[src/rtl/instruction_fetch.sv]
// instruction_fetch: sequences single-byte reads from synchronous program memory,
// drives PC increment/load strobes and assembles 1/2/3-byte instructions
// (opcode + little-endian operand) for a valid/ready handshake downstream.
// A branch redirect aborts any in-flight fetch and reloads the PC.
// Optional feature macro: FETCH_INSTR_COUNT_EN adds the instr_count port and
// a 16-bit wrapping accepted-instruction counter.
//
// state | meaning
// ------+------------------------------------------------------------
// IDLE  | no fetch in progress; waits for halt low
// REQ   | issue one memory read and one PC increment
// CAP   | capture returned byte into opcode/operand, decide next byte
// DONE  | instruction presented; waits for downstream acceptance
module instruction_fetch #(
    parameter int ADDR_WIDTH = 16,
    parameter int DATA_WIDTH = 8
) (
    input  logic                    clk,
    input  logic                    reset,
    input  logic                    halt,
    input  logic [ADDR_WIDTH-1:0]   pc_value,
    output logic                    pc_enable,
    output logic                    pc_load,
    output logic [ADDR_WIDTH-1:0]   pc_load_value,
    output logic [ADDR_WIDTH-1:0]   mem_addr,
    output logic                    mem_rd_en,
    input  logic [DATA_WIDTH-1:0]   mem_rdata,
    input  logic                    redirect,
    input  logic [ADDR_WIDTH-1:0]   redirect_addr,
    output logic                    instr_valid,
    input  logic                    instr_ready,
    output logic [DATA_WIDTH-1:0]   instr_opcode,
    output logic [2*DATA_WIDTH-1:0] instr_operand,
    output logic [1:0]              instr_len,
    output logic [ADDR_WIDTH-1:0]   instr_pc
`ifdef FETCH_INSTR_COUNT_EN
    ,
    output logic [15:0]             instr_count
`endif
);

    typedef enum logic [1:0] {
        S_IDLE = 2'd0,
        S_REQ  = 2'd1,
        S_CAP  = 2'd2,
        S_DONE = 2'd3
    } state_t;

    state_t                  state_q, state_d;
    logic [1:0]              idx_q, idx_d;
    logic [1:0]              len_q, len_d;
    logic [DATA_WIDTH-1:0]   opcode_q, opcode_d;
    logic [2*DATA_WIDTH-1:0] operand_q, operand_d;
    logic [ADDR_WIDTH-1:0]   ipc_q, ipc_d;
`ifdef FETCH_INSTR_COUNT_EN
    logic [15:0]             count_q, count_d;
`endif

    logic [1:0] len_decoded;
    logic [1:0] len_cur;
    logic       last_byte;
    logic       accept;

    // Length decode from the top two opcode bits of the byte being captured.
    always_comb begin
        len_decoded = 2'd1;
        case (mem_rdata[DATA_WIDTH-1 -: 2])
            2'b00:   len_decoded = 2'd1;
            2'b01:   len_decoded = 2'd2;
            default: len_decoded = 2'd3;
        endcase
        // On the opcode byte the stored length is stale, so use the fresh decode.
        len_cur   = (idx_q == 2'd0) ? len_decoded : len_q;
        last_byte = (idx_q == (len_cur - 2'd1));
        accept    = (state_q == S_DONE) && !redirect && instr_ready;
    end

    // State register.
    always_ff @(posedge clk) begin
        if (reset) begin
            state_q <= S_IDLE;
        end else begin
            state_q <= state_d;
        end
    end

    // Next-state logic; redirect wins over everything.
    always_comb begin
        state_d = state_q;
        if (redirect) begin
            state_d = S_IDLE;
        end else begin
            case (state_q)
                S_IDLE: if (!halt) state_d = S_REQ;
                S_REQ:  state_d = S_CAP;
                S_CAP:  state_d = last_byte ? S_DONE : S_REQ;
                S_DONE: if (instr_ready) state_d = halt ? S_IDLE : S_REQ;
                default: state_d = S_IDLE;
            endcase
        end
    end

    // Outputs: strobes are killed in a redirect cycle.
    always_comb begin
        mem_addr      = pc_value;
        pc_load       = redirect;
        pc_load_value = redirect_addr;
        mem_rd_en     = (state_q == S_REQ) && !redirect;
        pc_enable     = (state_q == S_REQ) && !redirect;
        instr_valid   = (state_q == S_DONE) && !redirect;
        instr_opcode  = opcode_q;
        instr_operand = operand_q;
        instr_len     = len_q;
        instr_pc      = ipc_q;
`ifdef FETCH_INSTR_COUNT_EN
        instr_count   = count_q;
`endif
    end

    // Datapath next values: byte index, length, opcode/operand assembly, opcode PC.
    always_comb begin
        idx_d     = idx_q;
        len_d     = len_q;
        opcode_d  = opcode_q;
        operand_d = operand_q;
        ipc_d     = ipc_q;
`ifdef FETCH_INSTR_COUNT_EN
        count_d   = count_q;
`endif
        if (redirect) begin
            idx_d = 2'd0;
        end else begin
            case (state_q)
                S_REQ: begin
                    if (idx_q == 2'd0) begin
                        ipc_d     = pc_value;
                        operand_d = '0;
                    end
                end
                S_CAP: begin
                    case (idx_q)
                        2'd0: begin
                            opcode_d = mem_rdata;
                            len_d    = len_decoded;
                        end
                        2'd1:    operand_d[DATA_WIDTH-1:0] = mem_rdata;
                        default: operand_d[2*DATA_WIDTH-1:DATA_WIDTH] = mem_rdata;
                    endcase
                    if (!last_byte) idx_d = idx_q + 2'd1;
                end
                S_DONE: begin
                    if (accept) begin
                        idx_d = 2'd0;
`ifdef FETCH_INSTR_COUNT_EN
                        count_d = count_q + 16'd1;
`endif
                    end
                end
                default: ;
            endcase
        end
    end

    // Datapath registers.
    always_ff @(posedge clk) begin
        if (reset) begin
            idx_q     <= 2'd0;
            len_q     <= 2'd0;
            opcode_q  <= '0;
            operand_q <= '0;
            ipc_q     <= '0;
`ifdef FETCH_INSTR_COUNT_EN
            count_q   <= 16'd0;
`endif
        end else begin
            idx_q     <= idx_d;
            len_q     <= len_d;
            opcode_q  <= opcode_d;
            operand_q <= operand_d;
            ipc_q     <= ipc_d;
`ifdef FETCH_INSTR_COUNT_EN
            count_q   <= count_d;
`endif
        end
    end

endmodule

[config.mk]
export PLATFORM = sky130hd
export DESIGN_NAME = instruction_fetch
export DESIGN_NICKNAME = d
export VERILOG_FILES = /design/src/rtl/instruction_fetch.sv
export SDC_FILE = /design/constraint.sdc
export NUM_CORES = 1
export LEC_CHECK = 0
export BUFFER_PORTS_ARGS = -buffer_cell sky130_fd_sc_hd__clkbuf_2
export CAP_MARGIN = 15
export CORE_UTILIZATION = 45
export DETAILED_ROUTE_END_ITERATION = 10
export GPL_TIMING_DRIVEN = 1
export PLACE_DENSITY = 0.81
export SYNTH_ARGS = -nofsm -noshare
export SYNTH_HDL_FRONTEND = slang
export SYNTH_SLANG_ARGS = --single-unit
export TNS_END_PERCENT = 1
[constraint.sdc]
create_clock -name clk -period 3.9 [get_ports clk]
set_input_delay 0.78 -clock clk [delete_from_list [all_inputs] [get_ports clk]]
set_output_delay 0.78 -clock clk [all_outputs]
set_load 0.01 [all_outputs]
* Word level (Yosys, flattened, before mapping)
Index checks and enable logic that the tools add are counted.
** Word-level totals
- Bits in registers :: 46
- Latch bits :: 0
- RAM bits :: 0
- Bits in read-only memories :: 0
- Input port bits :: 45
- Output and inout bits :: 78
- Word-level logic and storage cells :: 55
- Memories kept :: 0
** Cells by class
- Add/sub/neg operators :: 2
- Multipliers :: 0
- Divide/modulo/power cells :: 0
- Order comparisons :: 0
- Equality and inequality tests :: 13
- Shift-type cells :: 0
- Muxes and demuxes :: 14
- Bitwise logic cells :: 1
- Reductions and logical operators :: 18
** Operators by type and width (number)
- one-hot mux 16 bit (2 select lines) :: 1
- two-way mux 16 bit :: 1
- two-way mux 8 bit :: 2
- two-way mux 2 bit :: 6
- inequality test 2 bit, second input constant :: 6
- AND reduction 3 bit :: 3
- one-hot mux 2 bit (2 select lines) :: 2
- one-hot mux 2 bit (4 select lines) :: 1
- AND reduction 4 bit :: 2
- equality test 2 x 1 -> 1 bit, second input constant :: 3
- logical NOT 2 bit :: 3
- equality test 2 bit, second input constant :: 2
- AND reduction 2 bit :: 2
- nonzero test 2 bit :: 2
- OR reduction 2 bit :: 2
- logical AND 1 bit :: 3
- adder 2 x 1 -> 2 bit, second input constant :: 1
- equality test 2 bit :: 1
- inequality test 2 x 1 -> 1 bit, second input constant :: 1
- subtractor 2 x 1 -> 2 bit, second input constant :: 1
- logical NOT 1 bit :: 1
- two-way mux 1 bit :: 1
- inverter 1 bit :: 1

* Logic depth before layout (Yosys ltp)
- Depth after elaboration :: 7
- Mapped depth :: 7
- Depth with buffers taken out :: 6

* Worst setup path after synthesis
No wires, ideal clock.
- Path type :: input port to output port
- Start :: input redirect
- End :: output pc_enable
- Arrival :: 1488 ps
- Required time :: 3120 ps
- Slack :: 1632 ps
- Stages :: 4
- Path buffers :: 2
- Cell sequence :: buf_2 -> nand2b_1 -> nor2_1 -> buf_4
** On the way
- Longest elaborated chain between the ends :: 2
** RTL lines
- start: declaration :: RTL line 28 : input logic redirect,
- logical NOT 1 bit
- logical AND 1 bit
- end: declaration :: RTL line 22 : output logic pc_enable,
No other way between the ends.

* Worst setup path after layout
- Start :: input redirect
- End :: output mem_rd_en
** On the way
- Longest elaborated chain between the ends :: 2
** RTL lines
- logical NOT 1 bit :: RTL line 108 : mem_rd_en = (state_q == S_REQ) && !redirect;
- logical AND 1 bit :: RTL line 108
- end: declaration :: RTL line 26 : output logic mem_rd_en,
No other way between the ends.

==> results.toml <==
[clocking]
htree_levels = 2
clk_latency_ns = 0.29
clkSinkCount = 46
cts_root_buf = "clkbuf_8"
ctsResizeCount = 0
postCtsSetupBuffers = 0
cts-buffers-inserted = 5
cts.reportedPaths.clkPinSlew_ns = 0.09
clockBufferDepth = 2
cts_tree = "built"
hold_buffers = 0

[detailed_routing]
drc = 0
dr.first_iter.drc_count = 68
dr.pass1.iters = 4
drt.antenna.violating_nets = 0
routed_wl_microns = 4340
wl_per_cell_microns = 12.1
vias = 1794
via_per_inst = 5.01

[floorplanning]
ios = 123
core_area_sq_um = 4500
initial_core_util_pct = 48.2
placementRows = 24
die_h_microns = 71.5
dieArea_sq_um = 5110
chipWidth_microns = 71.5

[cells_and_area]
n_antenna_cell = 0
drive_above_1_share_pct = 33.7
layout_common_cells = "clkbuf_2, nand2_1, dfxtp_1"
fillCellCount = 449
final_core_util_pct = 54.6
finalInstanceArea_sq_um = 2460
area_growth_syn_to_layout_pct = 13.2
seqCellArea_sq_um = 921
instances_no_fill = 358
layout.nets = 352
final_common_cell = "clkbuf_2"
multiInputGateArea_sq_um = 916

[global_routing]
grt_pass1_wl_microns = 6930
grt_usage_pct = 17.0
grt_start_max_net_pins = 45
antenna_found_initial = 0
grt_pass1_vias = 1574
grt-ovfl-total = 0

[run_status]
status = "finished clean"

[setup_path]
arrival_ns = 1.46
critPathMaxFanout = 9
cp.required_ns = 3.12
start_kind = "input pin"
r2r-start = "state_q[1]$_SDFFE_PP0P_"
crit_start = "redirect"
path_class = "input pin to output pin"
end_kind = "output pin"

[placement]
dp.cells = 350
place_congestion = 0.787
hpwl_microns = 3210
post_dp_cell_area_sq_um = 2360
io_buffers = 90

[power_and_ir_drop]
powerDensity_nw_per_um2 = 346
ir_drop_mv = 0.161
leakage_nw = 1.06

[flow_run]
drv_cap = 0

[yosys]
synth_area_per_cell_sq_um = 8.48
postSynthCellCount = 256
synthesis.nets = 303
ys_ff_latch = 46
synth.distinct_cells = 33
synth_area_sq_um = 2170
synth-warning-count = 0
ys_seq_area_share_pct = 42.4

[timing]
finalSetupTns_ns = 0
fin_crit_sh_pct = 57.5
finalCriticalPeriod_ns = 2.24
tightest_slew_ns = 0.884
setup_viol_count_final = 0
max_freq_mhz = 446
rsz0062_at_grt = "false"
drv_slew = 0
relSlewSlack_pct = 40.8
clock_skew_ns = 0.0105
hold_viol_final = 0

[min_path]
hold_start = "instr_pc[1]$_SDFFE_PP0P_"
min-delay-path-class = "flop to flop"
-- synth_stat cells, drive strengths merged --
cell type | count | area [sq um]
inv | 3 | 11.3
dfxtp | 46 | 921
nor4b | 1 | 8.76
o32a | 1 | 10.0
a21boi | 1 | 7.51
buf | 40 | 294
a21oi | 28 | 163
nor3b | 1 | 12.5
nand2b | 3 | 18.8
a32o | 1 | 10.0
ha | 2 | 25.0
or3b | 1 | 8.76
nor3 | 3 | 15.0
nand2 | 52 | 195
and2 | 9 | 56.3
a211oi | 1 | 7.51
nor2 | 22 | 82.6
or4b | 1 | 13.8
a2111oi | 1 | 15.0
a22oi | 1 | 7.51
and3 | 1 | 6.26
nand3b | 3 | 22.5
and3b | 1 | 8.76
clkbuf | 8 | 30.0
nand3 | 3 | 15.0
nor2b | 2 | 12.5
a221o | 1 | 10.0
xnor2 | 1 | 8.76
mux2i | 17 | 170
o21ai | 1 | 5.00
-- kinds of logic after synthesis --
group                      after synthesis  synth area share [%]
muxes                                   17                  7.83
DFF                                     46                  42.4
adders and majority gates                2                  1.15
AOI/OAI and AO/OA                       36                  10.8
and+or+nand+nor                        103                  21.9
buffers and inverters                   51                  15.4
xor gates and xnor gates                 1                 0.403
-- path summary, 6_finish.rpt --
check	slack [ns]	end	cells past startpoint
max reg2reg	1.67	instr_len[1]$_SDFFE_PP0P_	4
min	0.46	instr_pc[1]$_SDFFE_PP0P_	2
max	1.66	mem_rd_en	4
min reg2reg	0.46	instr_pc[1]$_SDFFE_PP0P_	2
-- routing by layer --
layer  part of all wire (%)  vias up  track usage [%]
li1                       -      909                -
met1                     45      826             20.5
met2                     49       50             29.4
met3                    4.9        9             4.36
met4                    1.5        0             6.10
met5                      0        -                0
-- critical path, cell delays in order --
cell and delay (ns):
clkbuf_2 0.18, nand2b_1 0.22, nor2_1 0.13, clkbuf_2 0.15
-- cell type report --
cell class                      count  share of cell area, %
Clock inverter                      2                  0.509
Timing Repair Buffer               90                   18.3
Multi-Input combinational cell    159                   37.3
Tap cell                           52                   2.65
Inverter                            3                  0.458
Sequential cell                    46                   37.5
Clock buffer                        6                   3.36
-- state kept, by name, indices dropped and copies added (netlist names) --
register       cells
instr_opcode       8
instr_pc          16
instr_operand     16
state_q            2
instr_len          2
idx_q              2
-- report_power, final --
group	internal, mW	switching, mW
combinational	0.0296	0.0416
clock	0.143	0.158
sequential	0.474	0.00382
total	0.647	0.204
-- per-stage QoR --
stage / setup WS (ns) / hold WS (ns) / total power [mW]
4_1_cts: 1.65 / 0.460 / 0.865
5_1_grt: 1.40 / 0.478 / 0.883
6_report: 1.66 / 0.456 / 0.850
2_1_floorplan: 1.63 / 0.481 / 0.557
3_5_place_dp: 1.55 / 0.447 / 0.562
3_3_place_gp: 1.59 / 0.443 / 0.560
Note: power is estimated with default switching activity, not from simulation.
